$ cat config.mk
export PLATFORM = sky130hd
export DESIGN_NAME = arith_unit_serial
export DESIGN_NICKNAME = d
export VERILOG_FILES = /design/src/rtl/arith_unit_serial.sv
export SDC_FILE = /design/constraint.sdc
export NUM_CORES = 1
export LEC_CHECK = 0
export BUFFER_PORTS_ARGS = -buffer_cell sky130_fd_sc_hd__buf_4
export CAP_MARGIN = 10
export CORE_UTILIZATION = 59
export CTS_CLUSTER_SIZE = 12
export DETAILED_ROUTE_END_ITERATION = 6
export MAX_ROUTING_LAYER = met4
export PLACE_DENSITY = 0.83
export SLEW_MARGIN = 20
export SYNTH_ARGS = -nofsm -noshare
export SYNTH_HDL_FRONTEND = slang
export SYNTH_SLANG_ARGS = --single-unit
$ cat constraint.sdc
create_clock -name clk -period 4.3 [get_ports clk]
set_clock_uncertainty 0.2 [all_clocks]
set_input_delay 0.43 -clock clk [delete_from_list [all_inputs] [get_ports clk]]
set_output_delay 0.43 -clock clk [all_outputs]
set_load 0.1 [all_outputs]
$ cat src/rtl/arith_unit_serial.sv
// Slice-serial W-bit arithmetic unit: add/sub/inc/dec/transfer/compare, SLICE bits per clock,
// with start/done handshake and registered result, carry, overflow and zero flags.
module arith_unit_serial #(
    parameter int W     = 8,
    parameter int SLICE = 1
) (
    input  logic         clk,
    input  logic         rst_n,
    input  logic         start,
    input  logic [W-1:0] op1,
    input  logic [W-1:0] op2,
    input  logic         c_in,
    input  logic [2:0]   opsel,
    output logic         busy,
    output logic         done,
    output logic [W-1:0] result_A,
    output logic         carry_A,
    output logic         overflow,
    output logic         zero
);
    localparam int N  = W / SLICE;
    localparam int CW = (N > 1) ? $clog2(N) : 1;
    localparam logic [CW-1:0] LAST = CW'(N - 1);

    if (((W % SLICE) != 0) || (W < 2)) begin : g_bad_cfg
        $fatal(1, "arith_unit_serial: W must be >= 2 and a multiple of SLICE");
    end

    typedef enum logic {ST_IDLE = 1'b0, ST_RUN = 1'b1} state_e;

    // B operand as seen by the adder for each operation
    function automatic logic [W-1:0] sel_b(input logic [2:0] sel, input logic [W-1:0] b);
        case (sel)
            3'b000, 3'b001:         sel_b = b;
            3'b010, 3'b011, 3'b111: sel_b = ~b;
            3'b101:                 sel_b = {W{1'b1}};
            default:                sel_b = {W{1'b0}};
        endcase
    endfunction

    function automatic logic sel_cin(input logic [2:0] sel, input logic cin);
        case (sel)
            3'b001, 3'b011:         sel_cin = cin;
            3'b010, 3'b100, 3'b111: sel_cin = 1'b1;
            default:                sel_cin = 1'b0;
        endcase
    endfunction

    state_e         state_q, state_d;
    logic [CW-1:0]  cnt_q, cnt_d;
    logic [W-1:0]   a_q, a_d, b_q, b_d, acc_q, acc_d;
    logic           cy_q, cy_d, cmp_q, cmp_d;
    logic           busy_q, busy_d, done_q, done_d;
    logic [W-1:0]   result_q, result_d;
    logic           carry_q, carry_d, ovf_q, ovf_d, zero_q, zero_d;

    logic [31:0]    lo_s;
    logic [W-1:0]   a_sh_s, b_sh_s, mask_s, acc_next_s;
    logic [SLICE:0] sum_s;
    logic           c_msb_s;

    // Next-state, slice adder and output update logic
    always_comb begin
        state_d  = state_q;
        cnt_d    = cnt_q;
        a_d      = a_q;
        b_d      = b_q;
        acc_d    = acc_q;
        cy_d     = cy_q;
        cmp_d    = cmp_q;
        busy_d   = busy_q;
        done_d   = 1'b0;
        result_d = result_q;
        carry_d  = carry_q;
        ovf_d    = ovf_q;
        zero_d   = zero_q;

        lo_s       = 32'(cnt_q) * 32'(SLICE);
        a_sh_s     = a_q >> lo_s;
        b_sh_s     = b_q >> lo_s;
        sum_s      = {1'b0, a_sh_s[SLICE-1:0]} + {1'b0, b_sh_s[SLICE-1:0]}
                   + {{SLICE{1'b0}}, cy_q};
        mask_s     = W'({SLICE{1'b1}}) << lo_s;
        acc_next_s = (acc_q & ~mask_s) | ((W'(sum_s[SLICE-1:0])) << lo_s);
        // Carry into the MSB recovered from the MSB sum bit of the final slice
        c_msb_s    = a_q[W-1] ^ b_q[W-1] ^ sum_s[SLICE-1];

        case (state_q)
            ST_IDLE: begin
                if (start) begin
                    a_d     = op1;
                    b_d     = sel_b(opsel, op2);
                    cy_d    = sel_cin(opsel, c_in);
                    cmp_d   = (opsel == 3'b111);
                    cnt_d   = {CW{1'b0}};
                    state_d = ST_RUN;
                    busy_d  = 1'b1;
                end else begin
                    busy_d  = 1'b0;
                end
            end
            ST_RUN: begin
                acc_d = acc_next_s;
                cy_d  = sum_s[SLICE];
                if (cnt_q == LAST) begin
                    state_d = ST_IDLE;
                    cnt_d   = {CW{1'b0}};
                    busy_d  = 1'b0;
                    done_d  = 1'b1;
                    if (!cmp_q) begin
                        result_d = acc_next_s;
                    end else begin
                        result_d = result_q;
                    end
                    carry_d = sum_s[SLICE];
                    ovf_d   = c_msb_s ^ sum_s[SLICE];
                    zero_d  = (acc_next_s == {W{1'b0}});
                end else begin
                    cnt_d = cnt_q + CW'(1);
                end
            end
            default: begin
                state_d = ST_IDLE;
                busy_d  = 1'b0;
            end
        endcase
    end

    // State and registered outputs
    always_ff @(posedge clk or negedge rst_n) begin
        if (!rst_n) begin
            state_q  <= ST_IDLE;
            cnt_q    <= {CW{1'b0}};
            a_q      <= {W{1'b0}};
            b_q      <= {W{1'b0}};
            acc_q    <= {W{1'b0}};
            cy_q     <= 1'b0;
            cmp_q    <= 1'b0;
            busy_q   <= 1'b0;
            done_q   <= 1'b0;
            result_q <= {W{1'b0}};
            carry_q  <= 1'b0;
            ovf_q    <= 1'b0;
            zero_q   <= 1'b0;
        end else begin
            state_q  <= state_d;
            cnt_q    <= cnt_d;
            a_q      <= a_d;
            b_q      <= b_d;
            acc_q    <= acc_d;
            cy_q     <= cy_d;
            cmp_q    <= cmp_d;
            busy_q   <= busy_d;
            done_q   <= done_d;
            result_q <= result_d;
            carry_q  <= carry_d;
            ovf_q    <= ovf_d;
            zero_q   <= zero_d;
        end
    end

    assign busy     = busy_q;
    assign done     = done_q;
    assign result_A = result_q;
    assign carry_A  = carry_q;
    assign overflow = ovf_q;
    assign zero     = zero_q;

endmodule
==> metrics.md, run 1 <==
| Metric | Value |
|---|---|
| Status | finished clean |
| Ant diodes | 0 |
| Max_slew headroom | 33.8% |
| WP data arrival | 2910 ps |
| Critical Path RT | 4340 ps |
| Largest cells by area after synthesis | dfrtp_1, nand2_1, o21ai_0, mux2_2, mux4_2 |
| First-pass GRT wire length | 6330 um |
| Synth area leader | dfrtp_1 |
| Crit Path Category | reg2reg |
| Clk root buf | clkbuf_4 |
| XOR/XNOR Fraction of Synth Area | 1.27% |
| Final RePlAce weighted congestion | 0.797 |
| Setup TNS | 0 ps |
| Initial antenna violation count | 0 |
| FILL cells | 297 |
| Final WL | 3720 um |
| Synth Area in Adders | 4.58% |
| Largest net degree at the start of global routing | 43 |
| Startpoint types | flip-flop |
| DIE AREA | 3760 um2 |
| Place WS | 1490 ps |
| Syn Std Cell Area | 2080 um2 |
| Final setup vio count | 0 |
| Synth top cells by count | dfrtp_1, nand2_1, o21ai_0 |
| DR pass1 iterations | 4 |
| Synth Net Count | 229 |
| Global Route Usage Sum | 24.2% |
| Fin crit period | 2870 ps |
| Worst-margin pin slew | 994 ps |
| Residual DRC count | 0 |
| Hold Slack | 95.4 ps |
| Pins Over Slew Limit | 0 |
| CTS tree | done |
| Area delta synth->final | 14.2% |
| Row Count | 21 |
| Clock slew at the register clock pins of the worst setup and hold paths | 120 ps |
| RSZ-0062 raised after global routing | false |
| Iteration-0 DRC Markers | 37 |
| Final nets | 259 |
| Antenna Nets Post-Route | 0 |
| Final HPWL DP | 2630 um |
| Port bufs | 35 |
| Max Cap Viol | 0 |
| Cells after synthesis | 199 |
| Die H | 61.3 um |
| Period utilisation layout | 66.7% |
| Worst Slack Setup Final | 1430 ps |
| Reg area | 1050 um2 |
| Vias in the first global route | 1502 |
| Top Ports | 36 |
| Async S/R FF share, synth | 100% |
| Total clock sinks | 42 |
| Die width | 61.3 um |
| Critical Path End Type | flip-flop |
| Clock buffer depth | 2 |
| Number of flops mapped to enable cells by yosys | 0 |
| Wire per inst | 13.5 um |
| Initial Utilization | 61.7% |
| Largest fanout on the critical path | 13 |
| Grt total ovfl | 0 |
| Top-count cell post-synth | dfrtp_1 |
| Post-DR vias/cell | 5.60 |
| Cell variety after synth | 36 |
| Final Hold Fails | 0 |
| Seq cells post-synth | 42 |
| Yosys top cell area share | 50.6% |
| Largest family of logic cells by synthesized area | compound AO/OA/AOI/OAI gates |
| Post-synthesis sequential area ratio | 50.6% |
| Core Region | 3360 um2 |
| Synthesis warning total | 0 |
| Multi-input logic area | 918 um2 |
| TritonCTS Buffers | 5 |
| Multiplexer share of the synthesized area | 9.64% |
| F_max | 0.348 GHz |
| Hold/Removal Path Class | in2reg |
| H-Tree Level Count | 2 |
| Share of cells above drive strength 1 | 25.8% |
| Compound-Gate Fraction of Synth Area | 16.2% |
| Syn avg cell area | 10.4 um2 |
| Main synth FF type | dfrtp_1 |
| Via count | 1541 |
| Simple-Gate Fraction of Synth Area | 12.6% |
| Clk_lat worst skew | 350 ps |
-- registers in the layout (all words and copies together) (netlist names) --
signal	count
a_q	8
b_q	8
result_A	8
acc_q	7
cnt_q	3
busy	1
carry_A	1
cmp_q	1
cy_q	1
done	1
overflow	1
state_q	1
zero	1
-- critical path: stages, from the launching register on --
cell	delay, ps
dfrtp_1	680
mux4_2	560
mux2i_1	190
fa_1	530
nor3_1	260
a22oi_1	170
nand3_1	110
o21ai_1	60
-- placed cells by master, fill, tap and decap left out --
cell / count
clkinv_2: 2
o21ai_0: 20
clkbuf_4: 5
nor2b_1: 4
nor2_1: 10
o31ai_1: 1
or3_1: 1
ha_1: 6
fa_1: 1
o311a_1: 1
mux2i_1: 2
inv_2: 1
mux4_2: 4
o31a_1: 1
or2_2: 1
nand2_2: 1
o21ai_1: 7
dfrtp_1: 42
a32oi_1: 4
buf_4: 35
nor3_1: 2
mux2_2: 8
inv_1: 5
o21ai_2: 2
and3b_1: 1
xnor2_1: 3
nand2_1: 27
nand4_1: 1
or2_1: 1
nand3_1: 2
a22oi_1: 3
o32ai_1: 1
a32o_1: 1
nand2b_1: 6
a21oi_1: 16
dlygate4sd3_1: 1
-- stage by stage --
stage | instance area, um2 | cells | util [%]
global placement | 2310 | 267 | 68.8
CTS | 2370 | 275 | 70.5
global route | 2370 | 275 | 70.5
floorplan | 2080 | 199 | -
detailed placement | 2310 | 267 | 68.8
finish | 2370 | 275 | 70.5
-- routing by layer --
metal / part of all wire (%) / global-route usage, % / up-vias
met2: 52 / 40.7 / 45
li1: - / - / 755
met5: 0 / - / -
met1: 42 / 27.8 / 736
met3: 4.3 / 3.78 / 5
met4: 1.3 / 13.0 / 0
-- cells by family after synthesis --
kind of cell | Yosys count
AOI/OAI and AO/OA | 57
and+or+nand+nor | 57
DFF | 42
buffers and inverters | 19
muxes | 14
adders and majority gates | 7
xor gates and xnor gates | 3
-- final timing paths --
kind | start | endpoint | slack (ps) | cells past startpoint
max | cnt_q[0]$_DFFE_PN0P_ | zero$_DFFE_PN0P_ | 1430 | 7
min | start | cnt_q[2]$_DFFE_PN0P_ | 100 | 2
max reg2reg | cnt_q[0]$_DFFE_PN0P_ | zero$_DFFE_PN0P_ | 1430 | 7
min reg2reg | result_A[6]$_DFFE_PN0P_ | result_A[6]$_DFFE_PN0P_ | 300 | 2
max in group asynchronous | rst_n | a_q[0]$_DFFE_PN0P_ | 3150 | 2
min in group asynchronous | rst_n | acc_q[5]$_DFFE_PN0P_ | 380 | 2
-- cell type report --
type	instances	share of cell area, %
Clock buffer	5	1.58
Clock inverter	2	0.422
Inverter	6	0.950
Multi-Input combinational cell	138	38.8
Sequential cell	42	44.4
Tap cell	46	2.43
Timing Repair Buffer	36	11.5
-- what timing repair did --
| action | CTS | global route |
|---|---|---|
| resized for setup | 0 | 0 |
| setup buffers | 0 | 0 |
| endpoints found under the hold margin | 42 | 0 |
| hold buffers | 1 | 0 |
Power of run 1 is not shown: default switching activity piles up to over one toggle a cycle in this logic, so the estimate is an artifact.
==> run 2, diff against run 1 <==
--- a/config.mk
+++ b/config.mk
@@ -5,13 +5,14 @@
 export SDC_FILE = /design/constraint.sdc
 export NUM_CORES = 1
 export LEC_CHECK = 0
+export ABC_AREA = 1
 export BUFFER_PORTS_ARGS = -buffer_cell sky130_fd_sc_hd__buf_4
 export CAP_MARGIN = 10
-export CORE_UTILIZATION = 59
+export CORE_UTILIZATION = 56
 export CTS_CLUSTER_SIZE = 12
 export DETAILED_ROUTE_END_ITERATION = 6
 export MAX_ROUTING_LAYER = met4
-export PLACE_DENSITY = 0.83
+export PLACE_DENSITY = 0.79
 export SLEW_MARGIN = 20
 export SYNTH_ARGS = -nofsm -noshare
 export SYNTH_HDL_FRONTEND = slang
==> constraint.sdc (replaced) <==
create_clock -name clk -period 2.7 [get_ports clk]
set_clock_uncertainty 0.2 [all_clocks]
set_input_delay 0.27 -clock clk [delete_from_list [all_inputs] [get_ports clk]]
set_output_delay 0.27 -clock clk [all_outputs]
set_load 0.1 [all_outputs]
==> metrics.md, run 2 <==
| Metric | Value |
|---|---|
| WP data arrival | 2590 ps |
| Ant diodes | 0 |
| Post-DR vias/cell | 5.21 |
| Synth top cells by count | nand2_1, dfrtp_1, nor2_1 |
| Final Hold Fails | 0 |
| Cell variety after synth | 32 |
| Post-layout util | 71.6% |
| Largest fanout on the critical path | 16 |
| Setup TNS | 0 ps |
| Syn avg cell area | 8.49 um2 |
| Initial Utilization | 58.9% |
| Post-Place Cells | 333 |
| Seq cells post-synth | 42 |
| Global Route Usage Sum | 25.4% |
| Most frequent cells in the layout | nand2_1, dfrtp_1, buf_4 |
| Port bufs | 35 |
| Max Cap Viol | 0 |
| Total clock sinks | 42 |
| Final non-filler cell total | 350 |
| Antenna Nets Post-Route | 0 |
| Critical Path RT | 2750 ps |
| Post-CTS setup buffer count | 0 |
| Die H | 64.3 um |
| Top-count cell post-synth | nand2_1 |
| Period utilisation layout | 94.1% |
| Iteration-0 DRC Markers | 94 |
| Place WS | 78.0 ps |
| Cells after synthesis | 256 |
| Residual DRC count | 0 |
| Largest net degree at the start of global routing | 43 |
| Final HPWL DP | 3070 um |
| Async S/R FF share, synth | 100% |
| Area delta synth->final | 21.5% |
| Synth Net Count | 286 |
| FILL cells | 314 |
| TritonCTS Buffers | 5 |
| Startpoint types | flip-flop |
| Syn Std Cell Area | 2170 um2 |
| Via count | 1825 |
| DIE AREA | 4130 um2 |
| Largest cells by area after synthesis | dfrtp_1, nand2_1, o21ai_0, nor2_1, ha_1 |
| Clk_lat worst skew | 300 ps |
| Initial antenna violation count | 0 |
| Die width | 64.3 um |
| DR pass1 iterations | 4 |
| Fin crit period | 2540 ps |
| Largest family of logic cells by synthesized area | simple AND/OR/NAND/NOR gates |
| First-pass GRT wire length | 7780 um |
| Top Ports | 36 |
| Final RePlAce weighted congestion | 0.892 |
| Wire per inst | 12.3 um |
| Synthesis warning total | 0 |
| Worst-margin pin slew | 514 ps |
| Main synth FF type | dfrtp_1 |
| CTS tree | done |
| Synth area leader | dfrtp_1 |
| Grt total ovfl | 0 |
| Final setup vio count | 0 |
| Number of flops mapped to enable cells by yosys | 0 |
| Status | finished clean |
| Simple-Gate Fraction of Synth Area | 22.7% |
| Final nets | 331 |
| Core Region | 3690 um2 |
| Synth Area in Adders | 4.38% |
| H-Tree Level Count | 2 |
| Critical Path End Type | flip-flop |
| F_max | 0.394 GHz |
| Final WL | 4310 um |
| Yosys top cell area share | 48.4% |
| Compound-Gate Fraction of Synth Area | 15.7% |
| Leading cell type in the layout, fill and taps excluded | nand2_1 |
| Share of cells above drive strength 1 | 22.5% |
| Row Count | 22 |
| Clock buffer depth | 2 |
| Pins Over Slew Limit | 0 |
| Vias in the first global route | 1794 |
| Clock slew at the register clock pins of the worst setup and hold paths | 80 ps |
| Clk root buf | clkbuf_8 |
| Multiplexer share of the synthesized area | 0.461% |
| Hold/Removal Path Class | in2reg |
| Worst Slack Setup Final | 160 ps |
| Max_slew headroom | 65.7% |
| Crit Path Category | reg2reg |
| Post-synthesis sequential area ratio | 48.4% |
| XOR/XNOR Fraction of Synth Area | 0.806% |
-- run 2: changes by cell type after synthesis, sizes merged, moves of 6 or more --
| cell | delta |
|---|---|
| a21oi | -9 |
| inv | +16 |
| mux2 | -8 |
| nand2 | +52 |
| nand2b | -6 |
| nand3 | +6 |
| nor2 | +13 |
| o211ai | +9 |
-- run 2: logic make-up after synthesis --
group                      Yosys count
adders and majority gates            7
and+or+nand+nor                    118
xor gates and xnor gates             2
buffers and inverters               32
AOI/OAI and AO/OA                   54
DFF                                 42
muxes                                1
-- run 2: worst paths after layout --
kind	slack, ps	depth (start not counted)	endpoint	start
worst max-delay path	160	13	zero$_DFFE_PN0P_	cnt_q[0]$_DFFE_PN0P_
worst min-delay path	30	3	b_q[3]$_DFFE_PN0P_	op2[3]
worst max register to register	160	13	zero$_DFFE_PN0P_	cnt_q[0]$_DFFE_PN0P_
worst min register to register	290	1	busy$_DFFE_PN0P_	busy$_DFFE_PN0P_
max in group asynchronous	1650	2	cnt_q[0]$_DFFE_PN0P_	rst_n
min in group asynchronous	280	2	cnt_q[1]$_DFFE_PN0P_	rst_n
-- run 2: final cells by class --
cell class / instances / area, um2 / area share, %
repair buffers: 47 / 375 / 14.2
clock buffers: 7 / 86.3 / 3.27
well taps: 48 / 60.1 / 2.27
multi-input cells: 182 / 972 / 36.8
clock inverters: 1 / 5.00 / 0.190
inverters: 23 / 87.6 / 3.32
flip-flops and latches: 42 / 1050 / 39.9
-- run 2: per-layer routing --
layer | track usage [%] | routed length [um] | vias up
met4 | 13.1 | 81 | 0
met1 | 28.4 | 1860 | 848
met5 | - | 0 | -
met3 | 4.64 | 157 | 10
li1 | - | - | 924
met2 | 43.0 | 2210 | 43
-- run 2: repair_timing --
item                                    4_1_cts  5_1_grt
gates resized for setup                       0        8
endpoints found under the setup margin        0       14
hold buffers                                  9        0
endpoints found under the hold margin        50        0
-- run 2: per-stage QoR --
| stage | instance area [um2] | hold WS [ps] |
|---|---|---|
| floorplan | 2170 | -226 |
| global placement | 2440 | 79.4 |
| detailed placement | 2440 | 79.7 |
| CTS | 2620 | 28.1 |
| global route | 2640 | 33.7 |
| finish | 2640 | 34.1 |
-- run 2: critical path, stage by stage, from the launching register on --
cell and delay (ps):
dfrtp_2 470, buf_4 210, o21ai_0 170, nand2_1 70, o21a_1 180, fa_2 580, inv_1 100, nand3_1 100
nor2_1 50, nor2_2 120, nand2_1 60, nor2_1 80, nand2_1 60, nand2_1 50
Power of run 2 is left out for the same reason.
